**src/rtl/spike_pattern_readout.sv**
```systemverilog
`timescale 1ns / 1ps
`default_nettype none
// ============================================================================
//  Module      : spike_pattern_readout
//  Description : Readout stage for the Hopfield network's spike bus.
//                Integrates per-neuron spike onsets over a fixed window after
//                a start request. It thresholds the counts into a binary
//                pattern and offers the pattern on a valid/ready handshake.
//  Revision    : 1.0  initial release
// ----------------------------------------------------------------------------
//  Ports
//    clk_i            : system clock, rising-edge logic
//    reset_i          : synchronous active-high reset
//    start_i          : request a readout window (pulse or level)
//    spikes_i[N]      : spike outputs of the Hopfield network
//    busy_o           : high while integrating
//    pattern_valid_o  : recalled pattern available
//    pattern_ready_i  : consumer accepts the pattern
//    pattern_out_o[N] : recalled pattern, bit i = neuron i active
//    winner_idx_o     : index of the largest count (READOUT_WINNER_EN only)
//  Build option
//    READOUT_WINNER_EN : when defined, adds winner_idx_o and its comparator
//                        chain. Ties go to the lowest index.
// ============================================================================
module spike_pattern_readout #(
  parameter int N      = 7,
  parameter int WINDOW = 256,
  parameter int CNT_W  = 8,
  parameter int THRESH = 4
) (
  input  logic                 clk_i,
  input  logic                 reset_i,
  input  logic                 start_i,
  input  logic [N-1:0]         spikes_i,
  output logic                 busy_o,
  output logic                 pattern_valid_o,
  input  logic                 pattern_ready_i,
  output logic [N-1:0]         pattern_out_o
`ifdef READOUT_WINNER_EN
  ,
  output logic [((N > 1) ? $clog2(N) : 1)-1:0] winner_idx_o
`endif
);

  localparam int              WC_W     = (WINDOW > 1) ? $clog2(WINDOW) : 1;
  localparam logic [WC_W-1:0] WIN_LAST = WC_W'(WINDOW - 1);
  localparam logic [CNT_W-1:0] CNT_MAX = {CNT_W{1'b1}};
  localparam logic [CNT_W-1:0] THRESH_C = CNT_W'(THRESH);

  typedef enum logic [1:0] {
    ST_IDLE      = 2'd0,
    ST_INTEGRATE = 2'd1,
    ST_DONE      = 2'd2
  } state_t;

  state_t                    state_q, state_d;
  logic [N-1:0]              spike_prev_q;
  logic [N-1:0][CNT_W-1:0]   cnt_q, cnt_d;
  logic [WC_W-1:0]           win_q, win_d;
  logic [N-1:0]              pattern_q, pattern_d;

  // Count of each neuron including the onset seen this cycle. The last
  // integrate cycle uses this value, so its onsets reach the threshold.
  logic [N-1:0][CNT_W-1:0]   cnt_inc;
  logic [N-1:0]              above_thresh;

  genvar gi;
  generate
    for (gi = 0; gi < N; gi++) begin : g_neuron
      logic onset;
      // Only a rising edge counts. A spike held high counts once.
      assign onset           = spikes_i[gi] & ~spike_prev_q[gi];
      assign cnt_inc[gi]     = (onset && (cnt_q[gi] != CNT_MAX))
                               ? cnt_q[gi] + CNT_W'(1) : cnt_q[gi];
      assign above_thresh[gi] = (cnt_inc[gi] >= THRESH_C);
    end
  endgenerate

`ifdef READOUT_WINNER_EN
  localparam int IDX_W = (N > 1) ? $clog2(N) : 1;

  logic [IDX_W-1:0] winner_q, winner_d;
  logic [IDX_W-1:0] winner_w;
  logic [CNT_W-1:0] best_w;

  // Linear arg-max. A strict '>' keeps the lowest index on ties.
  // All-zero counts leave the index at 0.
  always_comb begin
    best_w   = cnt_inc[0];
    winner_w = '0;
    for (int i = 1; i < N; i++) begin
      if (cnt_inc[i] > best_w) begin
        best_w   = cnt_inc[i];
        winner_w = IDX_W'(i);
      end
    end
  end

  assign winner_idx_o = winner_q;
`endif

  always_comb begin
    state_d   = state_q;
    cnt_d     = cnt_q;
    win_d     = win_q;
    pattern_d = pattern_q;
`ifdef READOUT_WINNER_EN
    winner_d  = winner_q;
`endif
    case (state_q)
      ST_IDLE: begin
        if (start_i) begin
          state_d = ST_INTEGRATE;
          cnt_d   = '0;
          win_d   = '0;
        end
      end
      ST_INTEGRATE: begin
        cnt_d = cnt_inc;
        win_d = win_q + WC_W'(1);
        if (win_q == WIN_LAST) begin
          pattern_d = above_thresh;
`ifdef READOUT_WINNER_EN
          winner_d  = winner_w;
`endif
          state_d   = ST_DONE;
        end
      end
      ST_DONE: begin
        // Outputs hold until accepted. Accept together with start begins
        // the next window at once.
        if (pattern_ready_i) begin
          if (start_i) begin
            state_d = ST_INTEGRATE;
            cnt_d   = '0;
            win_d   = '0;
          end else begin
            state_d = ST_IDLE;
          end
        end
      end
      default: state_d = ST_IDLE;
    endcase
  end

  always_ff @(posedge clk_i) begin
    if (reset_i) begin
      state_q      <= ST_IDLE;
      spike_prev_q <= '0;
      cnt_q        <= '0;
      win_q        <= '0;
      pattern_q    <= '0;
`ifdef READOUT_WINNER_EN
      winner_q     <= '0;
`endif
    end else begin
      state_q      <= state_d;
      // The previous sample is tracked in every state. The first integrate
      // cycle therefore sees a correct edge.
      spike_prev_q <= spikes_i;
      cnt_q        <= cnt_d;
      win_q        <= win_d;
      pattern_q    <= pattern_d;
`ifdef READOUT_WINNER_EN
      winner_q     <= winner_d;
`endif
    end
  end

  assign busy_o          = (state_q == ST_INTEGRATE);
  assign pattern_valid_o = (state_q == ST_DONE);
  assign pattern_out_o   = pattern_q;

endmodule
`default_nettype wire

```
**config.mk**
```make
export PLATFORM = sky130hd
export DESIGN_NAME = spike_pattern_readout
export DESIGN_NICKNAME = d
export VERILOG_FILES = /design/src/rtl/spike_pattern_readout.sv
export SDC_FILE = /design/constraint.sdc
export NUM_CORES = 1
export LEC_CHECK = 0
export BUFFER_PORTS_ARGS = -buffer_cell sky130_fd_sc_hd__buf_2
export CORE_UTILIZATION = 50
export CTS_BUF_LIST = sky130_fd_sc_hd__clkbuf_8
export DETAILED_ROUTE_END_ITERATION = 7
export GPL_ROUTABILITY_DRIVEN = 1
export PLACE_DENSITY_LB_ADDON = 0.12
export SLEW_MARGIN = 40
export SYNTH_ARGS = -nofsm -noshare
export SYNTH_HDL_FRONTEND = slang
export SYNTH_SLANG_ARGS = --single-unit
```
**constraint.sdc**
```tcl
create_clock -name clk_i -period 3.68 [get_ports clk_i]
set_input_delay 0 -clock clk_i [delete_from_list [all_inputs] [get_ports clk_i]]
set_output_delay 0 -clock clk_i [all_outputs]
set_load 0.01 [all_outputs]
```
==> results_tabular.tex <==
\begin{tabular}{lr}
\hline
Metric & Value \\
\hline
\multicolumn{2}{l}{\textbf{STA}} \\
Final Worst Setup Slack & 1.50 ns \\
Summed negative setup slack over all endpoints & 0 ns \\
Fmax achieved & 459 MHz \\
Minimum clock period & 2.18 ns \\
Unrepaired setup endpoints after global routing & false \\
Final worst hold slack & 0.148 ns \\
Worst slew pin tran & 0.799 ns \\
Max Slew Vio Count & 0 \\
Final hold viol count & 0 \\
Max transition margin & 46.6\% \\
Setup clock skew after layout & 0.00840 ns \\
Final setup violation count & 0 \\
Share of the clock period used by the worst path & 59.2\% \\
\multicolumn{2}{l}{\textbf{Synth}} \\
Count of warnings emitted by yosys & 0 \\
Post-Synth XOR/XNOR Area & 3.75\% \\
Main combinational cell family by area after synthesis & simple AND/OR/NAND/NOR gates \\
Number of different library cells in the post-synthesis netlist & 60 \\
Ranking of synthesized cells by area & sky130\_fd\_sc\_hd\_\_dfxtp\_1 (36\%), sky130\_fd\_sc\_hd\_\_a21oi\_1 (4.7\%), sky130\_fd\_sc\_hd\_\_nor2\_1 (4.7\%) \\
Post-synthesis mux area share & 3.01\% \\
Synth Net Count & 567 \\
Area fraction in compound gates after synthesis & 23.3\% \\
Area share of fa/ha/maj cells after synthesis & 2.25\% \\
Yosys top cell by area & sky130\_fd\_sc\_hd\_\_dfxtp\_1 \\
Area share of the largest cell type after synthesis & 36.1\% \\
Cell count after synthesis & 548 \\
Area share of and/or/nand/nor cells after synthesis & 27.7\% \\
Synthesized area divided by synthesized cell count & 8.11 um\^{}2 \\
Count of flip-flops with a built-in enable after synthesis & 0 \\
Synthesized area & 4440 um\^{}2 \\
Sequential share of the synthesized area & 36.1\% \\
Most frequently used flop master after synthesis & sky130\_fd\_sc\_hd\_\_dfxtp\_1 \\
Number of flip-flops and latches in the synthesized netlist & 80 \\
Share of synthesized flip-flops with an asynchronous set or reset & 0\% \\
\multicolumn{2}{l}{\textbf{Setup path}} \\
CP Data Required Time & 3.88 ns \\
Type of the setup path with the least slack & reg2reg \\
Sort of element at the end of the critical path & flip-flop \\
Max Fanout on Critical Path & 7 \\
Delay of the slowest critical-path stage & 0.46 ns \\
Critical path data arrival time & 2.38 ns \\
Cell family with the largest share of critical-path delay & simple AND/OR/NAND/NOR gates \\
Master of the slowest instance on the critical path & sky130\_fd\_sc\_hd\_\_or2\_0 \\
CP Buf/Inv Count & 0 \\
Cell-by-cell listing of the critical path & ha\_1 -> nand2\_1 -> or3\_4 -> or2\_0 -> nor4\_1 -> a211oi\_1 \\
Critical path launch point type & flip-flop \\
\multicolumn{2}{l}{\textbf{Floorplanning}} \\
Die Area & 9260 um\^{}2 \\
Die Height & 96.3 um \\
Initial Util & 51.2\% \\
Die span in x & 96.3 um \\
Core Box Area & 8680 um\^{}2 \\
FP Rows & 34 \\
Top-level port count & 20 \\
\multicolumn{2}{l}{\textbf{Global route}} \\
Total overflow reported by the global router & 0 \\
Initial antenna violation count & 0 \\
Overall routing resource usage & 23.4\% \\
Pin count of the biggest net entering global routing & 61 \\
Vias in the first global route & 3,653 \\
Global-route wire length before repair & 17.0 mm \\
\multicolumn{2}{l}{\textbf{Detailed routing}} \\
Via density per instance & 6.12 \\
Metal3 WL & 367 um \\
Top routing layer used & met4 \\
Drt first pass iters & 5 \\
Residual antenna-violating net count after detailed routing & 0 \\
Total wire length & 10.1 mm \\
Routed length per placed instance & 15.3 um \\
Total via count in the routed design & 4,053 \\
\# DRC & 0 \\
Routed length on met1 & 4.95 mm \\
Met2 routed wirelength & 4.70 mm \\
DR iter-0 viols & 223 \\
\multicolumn{2}{l}{\textbf{Clock tree}} \\
Worst-Skew Late Latency & 0.34 ns \\
CTS sink cnt & 80 \\
Reg clk slew, reported paths & 0.08 ns \\
Clock H-tree levels & 3 \\
Buffer cell driving the clock tree root & sky130\_fd\_sc\_hd\_\_clkbuf\_8 \\
Count of cells resized by post-cts repair & 0 \\
CTS max path bufs & 2 \\
Clock tree from TritonCTS & yes \\
Clock buffer count from CTS & 9 \\
\multicolumn{2}{l}{\textbf{Layout}} \\
Multi-input combinational cell area & 2680 um\^{}2 \\
Syn-to-layout area delta & 8.03\% \\
Total non-filler cell area in the finished layout & 4800 um\^{}2 \\
Net count reported at finish & 571 \\
Total inserted antenna cells & 0 \\
Area used by sequential logic in the layout & 1600 um\^{}2 \\
Final non-filler cell total & 662 \\
Fill cell instance count of the final layout & 815 \\
Layout cell share with drive strength beyond 1 & 9.39\% \\
\multicolumn{2}{l}{\textbf{Pwr}} \\
Worst IR Drop VDD & 158 uV \\
Power per cell area & 337 nW/um\^{}2 \\
Leakage power summed over all cells & 1.70 nW \\
\multicolumn{2}{l}{\textbf{Run}} \\
Maximum Capacitance Violations & 0 \\
\multicolumn{2}{l}{\textbf{Status}} \\
Run status & finished, final reports clean \\
\multicolumn{2}{l}{\textbf{Place}} \\
Count of buffers inserted at the top-level ports & 19 \\
Placed cell areas & 4560 um\^{}2 \\
Placed Instances & 641 \\
Post-DP HPWL & 6.56 mm \\
Worst Setup Slack post-DPL & 1.52 ns \\
Gpl congestion & 0.816 \\
\multicolumn{2}{l}{\textbf{Worst hold path}} \\
Path category of the worst min-delay check & in2reg \\
\hline
\end{tabular}
## cells by family (layout without fill, tap and decap cells)
| logic type | Yosys count | in the layout |
|---|---|---|
| AND/OR/NAND/NOR | 232 | 232 |
| AO/OA/AOI/OAI | 154 | 154 |
| flip-flops | 80 | 80 |
| buffers and inverters | 42 | 48 |
| XOR/XNOR | 19 | 19 |
| multiplexers | 13 | 13 |
| adder cells (fa/ha/maj) | 8 | 8 |
## path summary, 6_finish.rpt
kind              from                to  slack, ns  cells past startpoint
min reg2reg  cnt_q[13]         cnt_q[13]       0.50                      2
max           win_q[0]  pattern_out_o[3]       1.50                      6
min            start_i        state_q[0]       0.15                      4
max reg2reg   win_q[0]  pattern_out_o[3]       1.50                      6
## cells in the mapped netlist (3+ instances only)
master                      n
sky130_fd_sc_hd__and2_1     6
sky130_fd_sc_hd__and4_1    10
sky130_fd_sc_hd__buf_2      7
sky130_fd_sc_hd__xnor2_1    9
sky130_fd_sc_hd__clkbuf_1  28
sky130_fd_sc_hd__nand3_1   19
sky130_fd_sc_hd__nand2b_1   8
sky130_fd_sc_hd__a311oi_1   7
sky130_fd_sc_hd__a41oi_1    6
sky130_fd_sc_hd__a31oi_1   23
sky130_fd_sc_hd__inv_1      3
sky130_fd_sc_hd__a21o_1     3
sky130_fd_sc_hd__a21oi_1   42
sky130_fd_sc_hd__nand2_1   42
sky130_fd_sc_hd__a211oi_1  19
sky130_fd_sc_hd__a22oi_1    8
sky130_fd_sc_hd__mux2_2     3
sky130_fd_sc_hd__xor2_1    10
sky130_fd_sc_hd__nand4b_1   6
sky130_fd_sc_hd__o211ai_1   3
sky130_fd_sc_hd__nor2_1    56
sky130_fd_sc_hd__mux2i_1   10
sky130_fd_sc_hd__nor3_1    14
sky130_fd_sc_hd__or4_1      4
sky130_fd_sc_hd__ha_1       8
sky130_fd_sc_hd__dfxtp_1   80
sky130_fd_sc_hd__or2_2      3
sky130_fd_sc_hd__nand4_1   15
sky130_fd_sc_hd__or3_1      9
sky130_fd_sc_hd__nand3b_1   3
sky130_fd_sc_hd__nor4_1     5
sky130_fd_sc_hd__nor2b_1   14
sky130_fd_sc_hd__buf_1      3
sky130_fd_sc_hd__and3_1    12
sky130_fd_sc_hd__o21ai_0   20
sky130_fd_sc_hd__o21bai_1   4
## cell usage in the layout, fill, tap and decap left out, types with 5 or more instances in the layout
cell type / Yosys / routed
sky130_fd_sc_hd__a41oi_1: 6 / 6
sky130_fd_sc_hd__a311oi_1: 7 / 7
sky130_fd_sc_hd__xor2_1: 10 / 10
sky130_fd_sc_hd__nor2b_1: 14 / 14
sky130_fd_sc_hd__xnor2_1: 9 / 9
sky130_fd_sc_hd__buf_4: 0 / 5
sky130_fd_sc_hd__o21ai_0: 20 / 20
sky130_fd_sc_hd__and3_1: 12 / 12
sky130_fd_sc_hd__or3_1: 9 / 9
sky130_fd_sc_hd__mux2i_1: 10 / 10
sky130_fd_sc_hd__dlygate4sd3_1: 0 / 8
sky130_fd_sc_hd__and4_1: 10 / 10
sky130_fd_sc_hd__and2_1: 6 / 6
sky130_fd_sc_hd__nand4b_1: 6 / 6
sky130_fd_sc_hd__nand2_1: 42 / 42
sky130_fd_sc_hd__a21oi_1: 42 / 41
sky130_fd_sc_hd__a22oi_1: 8 / 8
sky130_fd_sc_hd__clkbuf_8: 0 / 11
sky130_fd_sc_hd__nand4_1: 15 / 15
sky130_fd_sc_hd__nand3_1: 19 / 19
sky130_fd_sc_hd__nor3_1: 14 / 14
sky130_fd_sc_hd__nor2_1: 56 / 56
sky130_fd_sc_hd__buf_2: 7 / 19
sky130_fd_sc_hd__ha_1: 8 / 8
sky130_fd_sc_hd__nand2b_1: 8 / 8
sky130_fd_sc_hd__a211oi_1: 19 / 19
sky130_fd_sc_hd__nor4_1: 5 / 5
sky130_fd_sc_hd__dfxtp_1: 80 / 80
sky130_fd_sc_hd__a31oi_1: 23 / 23
## power by group
group / switching (mW) / internal (mW)
Sequential: 0.0123 / 0.879
Clock: 0.296 / 0.268
Combinational: 0.105 / 0.0552
## metal layers
layer | GRT usage (%) | up-vias
li1 | - | 2052
met1 | 30.6 | 1910
met2 | 39.4 | 80
met3 | 3.32 | 11
met4 | 7.71 | 0
met5 | 0 | -
## repair_timing
action                                  4_1_cts  5_1_grt
endpoints found under the hold margin         8        0
hold buffers                                  8        0
buffers inserted                              0        0
endpoints found under the setup margin        0        0
## worst reg2reg max path, cell delays in order (launching register included)
cell                       delay [ns]
sky130_fd_sc_hd__dfxtp_1         0.40
sky130_fd_sc_hd__ha_1            0.22
sky130_fd_sc_hd__nand2_1         0.08
sky130_fd_sc_hd__or3_4           0.39
sky130_fd_sc_hd__or2_0           0.46
sky130_fd_sc_hd__nor4_1          0.36
sky130_fd_sc_hd__a211oi_1        0.11
## cell type report
cell class,count,share of cell area (%)
Timing Repair Buffer,32,4.43
Multi-Input combinational cell,426,55.8
Sequential cell,80,33.4
Clock buffer,11,3.16
Tap cell,108,2.82
Inverter,3,0.235
Clock inverter,2,0.183
## registers in the layout (all words and copies together) (netlist names)
register / count
cnt_q: 56
pattern_out_o: 7
win_q: 8
state_q: 2
spike_prev_q: 7
## through the flow
step,total power [mW],util (%)
2_1_floorplan,1.02,-
3_3_place_gp,1.06,52.4
3_5_place_dp,1.06,52.5
4_1_cts,1.63,55.3
5_1_grt,1.68,55.3
6_report,1.61,55.3
Note: power is estimated with default switching activity, not from simulation.
